### config.mk
export PLATFORM = sky130hd
export DESIGN_NAME = fsk_demod_ctrl_flat
export DESIGN_NICKNAME = d
export VERILOG_FILES = /design/src/rtl/fsk_demod_ctrl_if.sv /design/src/rtl/fsk_demod_ctrl.sv /design/src/flat_wrapper.sv
export SDC_FILE = /design/constraint.sdc
export NUM_CORES = 1
export LEC_CHECK = 0
export ABC_CLOCK_PERIOD_IN_PS = 8650
export CAP_MARGIN = 20
export CORE_MARGIN = 8
export CORE_UTILIZATION = 42
export DETAILED_ROUTE_END_ITERATION = 8
export PLACE_DENSITY = 0.6
export SETUP_SLACK_MARGIN = 0.1
export SLEW_MARGIN = 15
export SYNTH_ARGS = -nofsm -noshare
export SYNTH_HDL_FRONTEND = slang
export SYNTH_SLANG_ARGS = --single-unit
### constraint.sdc
create_clock -name clk -period 8.65 [get_ports clk]
set_input_delay 1.2975 -clock clk [delete_from_list [all_inputs] [get_ports clk]]
set_output_delay 1.2975 -clock clk [all_outputs]
set_load 0.005 [all_outputs]
### src/rtl/fsk_demod_ctrl_if.sv
`default_nettype none
// ============================================================================
// fsk_demod_ctrl_if : sample input, bit/byte outputs and byte handshake bundle
// Rev 1.0
// ============================================================================
interface fsk_demod_ctrl_if;
   logic       sample_valid;
   logic [7:0] data_in;
   logic       bit_out;
   logic       bit_valid;
   logic [7:0] byte_out;
   logic       byte_valid;
   logic       byte_ready;
   logic       frame_err;
   logic       overrun;

   modport master (
      input  sample_valid, data_in, byte_ready,
      output bit_out, bit_valid, byte_out, byte_valid, frame_err, overrun
   );

   modport slave (
      output sample_valid, data_in, byte_ready,
      input  bit_out, bit_valid, byte_out, byte_valid, frame_err, overrun
   );
endinterface
`default_nettype wire

### src/rtl/fsk_demod_ctrl.sv
`default_nettype none
// ============================================================================
// fsk_demod_ctrl : windowed FSK peak counter, UART-style framer, byte handshake
// Rev 1.0
// ============================================================================
module fsk_demod_ctrl #(
   parameter int SAMPLES_PER_BIT = 32,
   parameter int PEAK_THRESH     = 6,
   parameter int CNT_W           = 6,
   parameter int ENERGY_MIN      = 160
) (
   input  wire logic         clk,
   input  wire logic         rst_n,
   input  wire logic         en,
   fsk_demod_ctrl_if.master  bus
);
   localparam logic [CNT_W-1:0] c_cnt_max = '1;
   localparam logic [CNT_W-1:0] c_last    = CNT_W'(SAMPLES_PER_BIT - 1);
   localparam logic [CNT_W-1:0] c_thresh  = CNT_W'(PEAK_THRESH);
   localparam logic [7:0]       c_energy  = 8'(ENERGY_MIN);

   typedef enum logic [1:0] {
      ST_IDLE = 2'd0,
      ST_HUNT = 2'd1,
      ST_DATA = 2'd2,
      ST_STOP = 2'd3
   } state_t;

   state_t           r_state, w_state_nxt;
   logic [7:0]       r_prev;
   logic             r_rising;
   logic [CNT_W-1:0] r_peak_cnt, r_sample_cnt, w_peak_total;
   logic [2:0]       r_bit_idx;
   logic [7:0]       r_shift;
   logic             r_bit_out, r_bit_valid, r_frame_err, r_overrun;
   logic [7:0]       r_byte_out;
   logic             r_byte_valid;
   logic             w_adv, w_peak, w_last, w_decide, w_bit, w_deliver, w_frame_bad;

   assign w_adv  = en && bus.sample_valid;
   // A falling sample after a rise marks the previous sample as a peak.
   assign w_peak = r_rising && (bus.data_in < r_prev) && (r_prev >= c_energy);
   assign w_peak_total = (w_peak && (r_peak_cnt != c_cnt_max)) ? r_peak_cnt + 1'b1 : r_peak_cnt;
   assign w_last      = (r_sample_cnt == c_last);
   assign w_decide    = w_adv && w_last;
   assign w_bit       = (w_peak_total >= c_thresh);
   assign w_deliver   = w_decide && (r_state == ST_STOP) && w_bit;
   assign w_frame_bad = w_decide && (r_state == ST_STOP) && !w_bit;

   always_ff @(posedge clk or negedge rst_n) begin
      if (!rst_n)   r_state <= ST_IDLE;
      else if (!en) r_state <= ST_IDLE;
      else          r_state <= w_state_nxt;
   end

   always_comb begin
      w_state_nxt = r_state;
      if (w_decide) begin
         case (r_state)
            ST_IDLE: if (w_bit)  w_state_nxt = ST_HUNT;
            ST_HUNT: if (!w_bit) w_state_nxt = ST_DATA;
            ST_DATA: if (r_bit_idx == 3'd7) w_state_nxt = ST_STOP;
            ST_STOP: w_state_nxt = w_bit ? ST_HUNT : ST_IDLE;
            default: w_state_nxt = ST_IDLE;
         endcase
      end
   end

   always_ff @(posedge clk or negedge rst_n) begin
      if (!rst_n) begin
         r_prev       <= '0;
         r_rising     <= 1'b0;
         r_peak_cnt   <= '0;
         r_sample_cnt <= '0;
         r_bit_idx    <= '0;
         r_shift      <= '0;
         r_bit_out    <= 1'b0;
         r_bit_valid  <= 1'b0;
         r_frame_err  <= 1'b0;
      end else if (!en) begin
         r_prev       <= '0;
         r_rising     <= 1'b0;
         r_peak_cnt   <= '0;
         r_sample_cnt <= '0;
         r_bit_idx    <= '0;
         r_shift      <= '0;
         r_bit_out    <= 1'b0;
         r_bit_valid  <= 1'b0;
         r_frame_err  <= 1'b0;
      end else begin
         r_bit_valid <= w_decide;
         r_frame_err <= w_frame_bad;
         if (w_adv) begin
            r_prev <= bus.data_in;
            if (bus.data_in > r_prev)      r_rising <= 1'b1;
            else if (bus.data_in < r_prev) r_rising <= 1'b0;
            if (w_last) begin
               r_sample_cnt <= '0;
               r_peak_cnt   <= '0;
               r_bit_out    <= w_bit;
            end else begin
               if (r_sample_cnt != c_cnt_max) r_sample_cnt <= r_sample_cnt + 1'b1;
               r_peak_cnt <= w_peak_total;
            end
         end
         if (w_decide) begin
            case (r_state)
               ST_HUNT: if (!w_bit) r_bit_idx <= '0;
               ST_DATA: begin
                  r_shift[r_bit_idx] <= w_bit;
                  r_bit_idx          <= r_bit_idx + 1'b1;
               end
               default: ;
            endcase
         end
      end
   end

   // Byte holding register survives en low so a pending byte is not lost.
   always_ff @(posedge clk or negedge rst_n) begin
      if (!rst_n) begin
         r_byte_out   <= '0;
         r_byte_valid <= 1'b0;
         r_overrun    <= 1'b0;
      end else begin
         r_overrun <= w_deliver && r_byte_valid && !bus.byte_ready;
         if (w_deliver && (!r_byte_valid || bus.byte_ready)) begin
            r_byte_out   <= r_shift;
            r_byte_valid <= 1'b1;
         end else if (r_byte_valid && bus.byte_ready) begin
            r_byte_valid <= 1'b0;
         end
      end
   end

   assign bus.bit_out    = r_bit_out;
   assign bus.bit_valid  = r_bit_valid;
   assign bus.byte_out   = r_byte_out;
   assign bus.byte_valid = r_byte_valid;
   assign bus.frame_err  = r_frame_err;
   assign bus.overrun    = r_overrun;
endmodule
`default_nettype wire
### src/flat_wrapper.sv
// flat-port wrapper written by rule: the top's interface ports become plain ports
module fsk_demod_ctrl_flat 
#(
   parameter int SAMPLES_PER_BIT = 32,
   parameter int PEAK_THRESH     = 6,
   parameter int CNT_W           = 6,
   parameter int ENERGY_MIN      = 160
)
  (clk, rst_n, en, bus_sample_valid, bus_data_in, bus_byte_ready, bus_bit_out, bus_bit_valid, bus_byte_out, bus_byte_valid, bus_frame_err, bus_overrun);
  fsk_demod_ctrl_if bus_i ();
  input  wire logic clk;
  input  wire logic rst_n;
  input  wire logic en;
  input wire logic [$bits(bus_i.sample_valid)-1:0] bus_sample_valid;
  input wire logic [$bits(bus_i.data_in)-1:0] bus_data_in;
  input wire logic [$bits(bus_i.byte_ready)-1:0] bus_byte_ready;
  output wire logic [$bits(bus_i.bit_out)-1:0] bus_bit_out;
  output wire logic [$bits(bus_i.bit_valid)-1:0] bus_bit_valid;
  output wire logic [$bits(bus_i.byte_out)-1:0] bus_byte_out;
  output wire logic [$bits(bus_i.byte_valid)-1:0] bus_byte_valid;
  output wire logic [$bits(bus_i.frame_err)-1:0] bus_frame_err;
  output wire logic [$bits(bus_i.overrun)-1:0] bus_overrun;
  assign bus_i.sample_valid = bus_sample_valid;
  assign bus_i.data_in = bus_data_in;
  assign bus_i.byte_ready = bus_byte_ready;
  assign bus_bit_out = bus_i.bit_out;
  assign bus_bit_valid = bus_i.bit_valid;
  assign bus_byte_out = bus_i.byte_out;
  assign bus_byte_valid = bus_i.byte_valid;
  assign bus_frame_err = bus_i.frame_err;
  assign bus_overrun = bus_i.overrun;
  fsk_demod_ctrl #(.SAMPLES_PER_BIT(SAMPLES_PER_BIT), .PEAK_THRESH(PEAK_THRESH), .CNT_W(CNT_W), .ENERGY_MIN(ENERGY_MIN)) u_core (.clk(clk), .rst_n(rst_n), .en(en), .bus(bus_i));
endmodule
==> results of run 1 <==
[worst register-to-register path, delay by kind of cell, from the launching register on]
family	cells	cell delay, ns
flip-flops	1	0.35
multiplexers	1	0.39
buffers and inverters	1	0.04
adder cells (fa/ha/maj)	1	0.27
AO/OA/AOI/OAI	3	1.21
AND/OR/NAND/NOR	3	0.81
[worst min path at each step]
stage / endpoint / slack, ns / depth (start not counted)
final: u_core.bus.byte_out[7] / 0.49 / 1
after global routing: u_core.bus.byte_out[7] / 0.52 / 1
after CTS: u_core.bus.byte_out[0] / 0.50 / 1
after detailed placement: u_core.bus.byte_out[0] / 0.48 / 1
after global placement: u_core.bus.byte_out[0] / 0.47 / 1
after floorplan: u_core.bus.byte_out[7] / 0.46 / 1
[placed cells by master (no fill, tap or decap), drive strengths merged, types with 3 or more instances in the layout]
| cell type | instances |
|---|---|
| o211a | 7 |
| nand3b | 4 |
| o21a | 3 |
| nand3 | 8 |
| nand2 | 19 |
| o211ai | 4 |
| o21ai | 12 |
| dfrtp | 47 |
| nor3 | 14 |
| ha | 16 |
| a21oi | 9 |
| a21boi | 4 |
| clkbuf | 5 |
| nor2 | 13 |
| nand4 | 3 |
| nor2b | 17 |
| mux2i | 15 |
| and2 | 5 |
| mux2 | 8 |
| inv | 18 |
| clkdlybuf4s50 | 24 |
| or3 | 5 |
[stage by stage]
step           cells  hold WS (ns)  total power [mW]  instance area, um^2
4_1_cts          361         0.495             0.392                 3000
5_1_grt          361         0.518             0.405                 3000
3_5_place_dp     355         0.475             0.264                 2920
6_report         361         0.494             0.385                 3000
3_3_place_gp     355         0.469             0.263                 2920
2_1_floorplan    262         0.464             0.248                 2610
[cell families after synthesis]
logic type,share of synthesized area [%]
XOR/XNOR,0.336
buffers and inverters,3.99
adder cells (fa/ha/maj),7.68
multiplexers,9.22
AND/OR/NAND/NOR,19.8
AO/OA/AOI/OAI,13.8
flip-flops,45.1
[cells in the mapped netlist (all sizes together), types with 7 or more instances]
cell type and number:
nand2 19, mux2 8, ha 16, nor2b 17, o211a 7, inv 18
a21oi 9, nor2 13, nand3 8, mux2i 15, nor3 14, o21ai 12
dfrtp 47
[layer usage]
| metal | global-route usage (%) | vias up | part of all wire (%) |
|---|---|---|---|
| met1 | 17.6 | 895 | 54 |
| met5 | 0 | - | 0 |
| li1 | - | 980 | - |
| met3 | 2.46 | 6 | 3.7 |
| met2 | 18.6 | 31 | 41 |
| met4 | 4.68 | 0 | 1.5 |
[area by class of cell]
| type | instances | area, um^2 | area share [%] |
|---|---|---|---|
| clock inverters | 1 | 7.51 | 0.250 |
| multi-input cells | 188 | 1330 | 44.2 |
| clock buffers | 5 | 68.8 | 2.30 |
| well taps | 75 | 93.8 | 3.13 |
| repair buffers | 26 | 255 | 8.51 |
| inverters | 19 | 71.3 | 2.38 |
| flip-flops and latches | 47 | 1180 | 39.2 |
[sequential cells by signal (all words and copies together), names as in the netlist]
signal	count
u_core.bus.byte_out	8
u_core.r_rising	1
u_core.bus.bit_valid	1
u_core.r_shift	8
u_core.bus.byte_valid	1
u_core.r_state	2
u_core.bus.frame_err	1
u_core.bus.overrun	1
u_core.r_peak_cnt	6
u_core.r_prev	8
u_core.bus.bit_out	1
u_core.r_sample_cnt	6
u_core.r_bit_idx	3
[power by group]
part	internal, mW	total (mW)	leakage (nW)	switching, mW
Clock	0.0538	0.126	0.0361	0.0722
Combinational	0.0149	0.0337	0.696	0.0188
Sequential	0.223	0.225	0.648	0.00227
==> results.py, run 1 <==
metrics = {
    "outcome": {
        "status": "complete, no violations",
    },
    "clock_network": {
        "post_cts_buffers": 0,
        "cts_resized": 0,
        "htreeDepth": 2,
        "cts_sinks": 47,
        "cts_root_buf": "clkbuf_8",
        "cts-buffers-inserted": 5,
        "cts_buffer_depth": 2,
        "insertion_delay_ns": 0.30,
        "cts_tree": "built",
        "path_clk_slew_ns": 0.08,
        "cts_hold_buf": 0,
    },
    "pwr": {
        "leakage_nw": 1.38,
        "power.density_mw_per_mm2": 128,
        "peakVddDrop_v": 0.0000620,
    },
    "timing": {
        "rsz0062_at_grt": "no",
        "maxSlewViolCount": 0,
        "tightest_slew_ns": 0.807,
        "fin_crit_ns": 4.50,
        "timing.fmax_mhz": 222,
        "setup_viol": 0,
        "finalWorstSetupSlack_ns": 4.15,
        "hold_viol_final": 0,
        "maxSlewHeadroom_pct": 46.0,
        "fin_crit_sh_pct": 52.1,
        "timing.setup.tns_ns": 0,
        "skew_ns": 0.00906,
    },
    "final_layout": {
        "fin_nets": 316,
        "area_delta_synth_final_pct": 15.1,
        "drive_above_1_share_pct": 5.59,
        "final_core_util_pct": 50.3,
        "fill_cells": 563,
        "antenna_cells": 0,
    },
    "synth": {
        "syn_area_mm2": 0.00260,
        "seq_area_frac_synth_pct": 45.1,
        "synth-seq-cells": 47,
        "synth.avg_cell_area_um2": 9.94,
        "syn-num-nets": 291,
        "yosysTopAreaCellShare_pct": 45.1,
        "synth_area_leaders": "dfrtp_1 45%, ha_1 7.7%, mux2i_1 5.8%, nor2b_1 4.1%, nand2_1 2.7%",
        "yosysWarnings": 0,
        "yosys_most_used_dff": "dfrtp_1",
        "synth_area_leader_cell": "dfrtp_1",
        "synth_enable_flop_cells": 0,
        "postSynth.asyncResetShare_pct": 100,
        "synth.distinct_cells": 44,
        "synthCells": 262,
    },
    "die": {
        "dieHeight_um": 94.8,
        "start_util_pct": 43.7,
        "ios": 26,
        "die_area_mm2": 0.00898,
        "die_w_um": 94.8,
        "rows": 28,
        "core_mm2": 0.00596,
    },
    "setup_path": {
        "rr_endpoint": "u_core.bus.byte_out[4]",
        "worst_path_dominant_cell_family": "simple AND/OR/NAND/NOR gates",
        "crit_path_end": "u_core.bus.byte_out[4]",
        "critPathBufInv": 2,
        "rrSetupSlack_ns": 5.46,
        "crit_path_start": "bus_sample_valid",
        "cp_slowest_stage_delay_ns": 0.99,
        "reg2reg_from": "u_core.r_prev[1]",
        "arrival_ns": 4.69,
        "critical_path_depth": 7,
        "path_class": "input pin to register",
        "worst_ep_required_time_ns": 8.84,
        "start_kind": "input pin",
        "endpoint_kind": "register",
        "path_cells": "clkdlybuf4s50_1 -> clkinv_1 -> nor3_1 -> and2_1 -> nand2_1 -> nor3b_4 -> mux2_2",
        "worstRegToRegCells": 9,
        "crit_fanout": 17,
        "slowest_stage": "clkdlybuf4s50_1",
    },
    "grt": {
        "overflow": 0,
        "grt_pass1_vias": 1892,
        "grt_max_degree": 48,
        "grt_pass1_wl_um": 8980,
        "antenna_found_initial": 0,
        "track_usage_pct": 12.5,
    },
    "detailed_routing": {
        "wirelength_um": 5190,
        "vias": 1912,
        "first_iter_violations": 68,
        "drtAntennaViolNets": 0,
        "viasPerCell": 5.30,
        "drc": 0,
        "first_pass_iters": 4,
        "post_drt_wl_per_cell_um": 14.4,
    },
    "place": {
        "dp_slack_ns": 3.85,
        "gp_congestion": 0.808,
        "dp_hpwl_um": 3610,
        "port_buffers": 25,
    },
    "worst_hold_path": {
        "min_from": "u_core.bus.byte_out[7]",
        "hold_path.class": "register to register",
    },
    "job": {
        "maxCapViolations": 0,
    },
}
Note: power is estimated with default switching activity, not from simulation.
==> run 2: changes to the inputs <==
Settings changed: ABC_CLOCK_PERIOD_IN_PS 8650 to 4300.
Clock period 8.65 ns to 4.3 ns, I/O delays scaled along.
==> run 2 against run 1 <==
Effect of this change:
- non-clock buffer count grew 3
- clock skew down 0.0065 ns
- cell count is 1.4% higher
- critical path depth increased by 2
- hold slack lost 0.16 ns
- global-route usage increased by 0.17 points
- critical path type unchanged
==> results.py, run 2 (synthesis gave the netlist of run 1 again) <==
metrics = {
    "timing": {
        "hold_viol_final": 0,
        "tightest_slew_ns": 0.696,
        "maxSlewHeadroom_pct": 53.6,
        "fin_crit_ns": 3.51,
        "fin_crit_sh_pct": 81.5,
        "timing.setup.tns_ns": 0,
        "timing.fmax_mhz": 285,
        "setup_viol": 0,
        "finalWorstSetupSlack_ns": 0.794,
        "skew_ns": 0.00252,
        "rsz0062_at_grt": "no",
        "maxSlewViolCount": 0,
    },
    "setup_path": {
        "reg2reg_from": "u_core.r_prev[1]",
        "arrival_ns": 3.69,
        "worst_ep_required_time_ns": 4.49,
        "crit_path_start": "bus_data_in[1]",
        "crit_fanout": 10,
        "start_kind": "input pin",
        "endpoint_kind": "register",
        "path_class": "input pin to register",
    },
    "clock_network": {
        "htreeDepth": 2,
        "cts_root_buf": "clkbuf_8",
        "cts-buffers-inserted": 5,
        "cts_hold_buf": 0,
        "cts_resized": 0,
        "insertion_delay_ns": 0.30,
        "path_clk_slew_ns": 0.08,
        "cts_sinks": 47,
        "cts_tree": "built",
        "cts_buffer_depth": 2,
        "post_cts_buffers": 0,
    },
    "detailed_routing": {
        "wirelength_um": 5080,
        "drtAntennaViolNets": 0,
        "vias": 1966,
        "drc": 0,
        "first_pass_iters": 4,
        "viasPerCell": 5.37,
        "first_iter_violations": 78,
        "post_drt_wl_per_cell_um": 13.9,
    },
    "final_layout": {
        "layout_common_cells": "47 x dfrtp_1, 24 x clkdlybuf4s50_1, 19 x nand2_1",
        "fin_nets": 319,
        "final_core_util_pct": 50.9,
        "mostFrequentLayoutCell": "dfrtp_1",
        "antenna_cells": 0,
        "drive_above_1_share_pct": 6.87,
        "area_delta_synth_final_pct": 16.3,
        "fill_cells": 578,
        "final_cells": 366,
    },
    "die": {
        "core_mm2": 0.00596,
        "dieHeight_um": 94.8,
        "die_w_um": 94.8,
        "die_area_mm2": 0.00898,
        "start_util_pct": 43.7,
        "rows": 28,
        "ios": 26,
    },
    "pwr": {
        "p_sw_mw": 0.188,
        "p_clk_share_pct": 33.3,
        "leakage_nw": 1.40,
        "internal-power_mw": 0.592,
        "p_seq_share_pct": 58.1,
        "p_total_mw": 0.780,
        "power.density_mw_per_mm2": 258,
        "peakVddDrop_v": 0.000126,
        "netSwitchingFraction_pct": 24.0,
        "power_frac_comb_pct": 8.7,
    },
    "grt": {
        "grt_pass1_wl_um": 9250,
        "overflow": 0,
        "track_usage_pct": 12.7,
        "grt_pass1_vias": 2007,
        "antenna_found_initial": 0,
        "grt_max_degree": 48,
    },
    "outcome": {
        "status": "complete, no violations",
    },
    "job": {
        "maxCapViolations": 0,
    },
    "place": {
        "port_buffers": 25,
        "dp_hpwl_um": 3640,
        "gp_congestion": 0.824,
        "dp_slack_ns": 0.445,
        "place_inst": 358,
    },
    "worst_hold_path": {
        "hold_path.class": "input pin to async pin",
    },
}
run 2: stage by stage:
stage,instance area (um^2),hold slack [ns]
after floorplan,2610,0.349
after global placement,2940,0.470
after detailed placement,2940,0.478
after CTS,3030,0.502
after global routing,3030,0.388
final,3030,0.337
run 2: critical path: stages:
cell and delay, ns:
clkdlybuf4s50_1 0.43, ha_1 0.30, nor2b_1 0.13, o211ai_1 0.08, a21oi_1 0.56, nor3_1 0.19
o32a_1 0.53, nor3b_4 0.45, mux2_2 0.39
run 2: final timing paths:
check | end | slack [ns] | cells after the start
max | u_core.bus.byte_out[5] | 0.79 | 9
min | u_core.r_prev[1] | 0.34 | 1
max reg2reg | u_core.bus.byte_out[5] | 1.21 | 9
min reg2reg | u_core.bus.byte_out[6] | 0.49 | 1
max in group asynchronous | u_core.r_shift[3] | 3.55 | 1
min in group clk | u_core.bus.byte_out[6] | 0.49 | 1
run 2: metal layers:
metal,global-route usage (%),vias up,part of all wire (%)
li1,-,990,-
met1,16.8,939,51
met2,19.6,31,42
met3,3.02,6,4.8
met4,4.94,0,1.7
met5,0,-,0
run 2: power groups by stage:
stage / clock network (mW) / logic [mW] / registers [mW]
after floorplan: 0 / 0.0390 / 0.461
after global placement: 0 / 0.0684 / 0.462
after detailed placement: 0 / 0.0689 / 0.462
after CTS: 0.275 / 0.0693 / 0.453
after global routing: 0.286 / 0.0785 / 0.454
final: 0.260 / 0.0675 / 0.453
run 2: layout make-up:
cell class	instances	area (um^2)	share of cell area, %
Inverter	19	71.3	2.35
Clock inverter	2	12.5	0.413
Tap cell	75	93.8	3.10
Sequential cell	47	1180	38.8
Multi-Input combinational cell	188	1330	43.7
Clock buffer	6	72.6	2.40
Timing Repair Buffer	29	278	9.17
==> RTL edit: new RTL, settings of run 2 <==
The 4 states of `state_t` get a Gray code encoding in 2 bits.
--- a/src/rtl/fsk_demod_ctrl.sv
+++ b/src/rtl/fsk_demod_ctrl.sv
@@ -22,6 +22,6 @@
    typedef enum logic [1:0] {
-      ST_IDLE = 2'd0,
-      ST_HUNT = 2'd1,
-      ST_DATA = 2'd2,
-      ST_STOP = 2'd3
+      ST_IDLE = 2'b00,
+      ST_HUNT = 2'b01,
+      ST_DATA = 2'b11,
+      ST_STOP = 2'b10
    } state_t;
Function: no difference found for any inputs over 10 cycles, from zero or initial values and one cycle with rst_n low; not proved beyond that.
==> RTL edit against run 2 <==
- highest routed layer unchanged
- synthesized area decreased by 3.3%
- maximum frequency increased by 3.5%
- count of clock-buffer cells in the layout unchanged
- routed wire length fell by 0.26%
- clock skew is 0.0082 ns higher
- critical path type unchanged
- combinational power barely moved
- sequential cell count did not move
- design area decreased by 2.5%
- total power is 11% higher
- worst setup slack improved by 0.12 ns
- hold slack improved by 0.0084 ns
==> RTL edit: results (changes against run 2) <==
.. list-table::
   :header-rows: 1

   * - Metric
     - Value
   * - Met2 track demand over resource
     - 19.98% (was 19.64%)
   * - Vias per std cell
     - 5.390 (was 5.372)
   * - Final RePlAce weighted congestion
     - 0.7464 (was 0.8241)
   * - Run status
     - complete, no violations (unchanged)
   * - Sequential share of the synthesized area
     - 46.70% (was 45.15%)
   * - Fraction of final layout cells with drive strength greater than 1
     - 10.14% (was 6.873%)
   * - Met2 WL post-DR
     - 2.410 mm (was 2.152 mm)
   * - Delay of the slowest critical-path stage
     - 0.44 ns (was 0.56 ns)
   * - Final wirelength
     - 5.062 mm (was 5.075 mm)
   * - Largest cells by area after synthesis
     - sky130_fd_sc_hd__dfrtp_1 47%, sky130_fd_sc_hd__ha_1 6.0%, sky130_fd_sc_hd__mux2i_1 6.0% (was sky130_fd_sc_hd__dfrtp_1 45%, sky130_fd_sc_hd__ha_1 7.7%, sky130_fd_sc_hd__mux2i_1 5.8%)
   * - Reg2Reg Launch Point
     - u_core.r_peak_cnt[0]$_DFFE_PN0P_ (was u_core.r_prev[1]$_DFFE_PN0P_)
   * - Wire length of the first global-routing pass
     - 9.052 mm (was 9.246 mm)
   * - Routed wire length on met3
     - 215 microns (was 243 microns)
   * - Clk network pwr share
     - 39.8% (was 33.3%)
   * - Detailed placer's ending HPWL
     - 3.462 mm (was 3.639 mm)
   * - Most numerous cell types in the synthesized netlist
     - 47 x sky130_fd_sc_hd__dfrtp_1, 39 x sky130_fd_sc_hd__nor2_1, 17 x sky130_fd_sc_hd__nand2_1 (was 47 x sky130_fd_sc_hd__dfrtp_1, 19 x sky130_fd_sc_hd__nand2_1, 18 x sky130_fd_sc_hd__inv_1)
   * - Highest net fanout along the worst path
     - 16 (was 10)
   * - Max rail drop VDD
     - 209.3 uV (was 126.4 uV)
   * - Wire length the detailed router placed on met1
     - 2.395 mm (was 2.594 mm)
   * - Met1 capacity usage during global routing
     - 16.94% (was 16.84%)
   * - Fraction of met3 tracks used by global routing
     - 2.564% (was 3.016%)
   * - Largest delay share family, worst path
     - simple AND/OR/NAND/NOR gates (was compound AO/OA/AOI/OAI gates)
   * - Synth cell types
     - 43 (was 44)
   * - Avg WL per Cell
     - 14.42 microns (was 13.87 microns)
   * - DRC violation total after the first TritonRoute iteration
     - 130 (was 78)
## RTL edit: cell types whose count changed after synthesis, sizes merged, moves of 4 or more
cell | run 2 | this run
inv | 18 | 10
nor2b | 17 | 2
nor2 | 13 | 39
nor3 | 14 | 7
ha | 16 | 12
and2 | 5 | 0
a21boi | 4 | 0
o211a | 7 | 0
## RTL edit: cells by family after synthesis
family / share of synthesized area, %
xor+xnor: 1.391
mux: 10.73
buf+inv: 3.775
simple gates: 19.18
flops: 46.70
compound gates: 12.27
fa+ha+maj: 5.961
## RTL edit: worst max-delay path by stage
stage | slack (ns) | to
finish | 0.91 | u_core.bus.byte_out[4]$_DFFE_PN0P_
global route | 0.58 | u_core.bus.byte_out[4]$_DFFE_PN0P_
CTS | 0.88 | u_core.bus.byte_out[4]$_DFFE_PN0P_
detailed placement | 0.57 | u_core.bus.byte_out[4]$_DFFE_PN0P_
global placement | 0.63 | u_core.bus.byte_out[4]$_DFFE_PN0P_
floorplan | 1.44 | u_core.bus.byte_out[0]$_DFFE_PN0P_
## RTL edit: per-stage QoR
stage | hold WS [ns] | instance area (sq um) | total power (W) | utilization (%)
2_1_floorplan | 0.3494 | 2519 | 0.0004986 | -
3_3_place_gp | 0.4888 | 2830 | 0.0005293 | 48.37
3_5_place_dp | 0.4941 | 2830 | 0.0005301 | 48.37
4_1_cts | 0.5066 | 2952 | 0.0008746 | 50.45
5_1_grt | 0.3846 | 2954 | 0.0009029 | 50.49
6_report | 0.3450 | 2954 | 0.0008640 | 50.49
## RTL edit: cell type report
type / count / area, sq um
clock inverter: 2 / 38.79
inverter: 10 / 37.54
sequential: 47 / 1176
tap: 75 / 93.84
multi-input combinational: 182 / 1247
fill: 543 / 2897
clock buffer: 6 / 82.58
timing repair buffer: 29 / 277.8
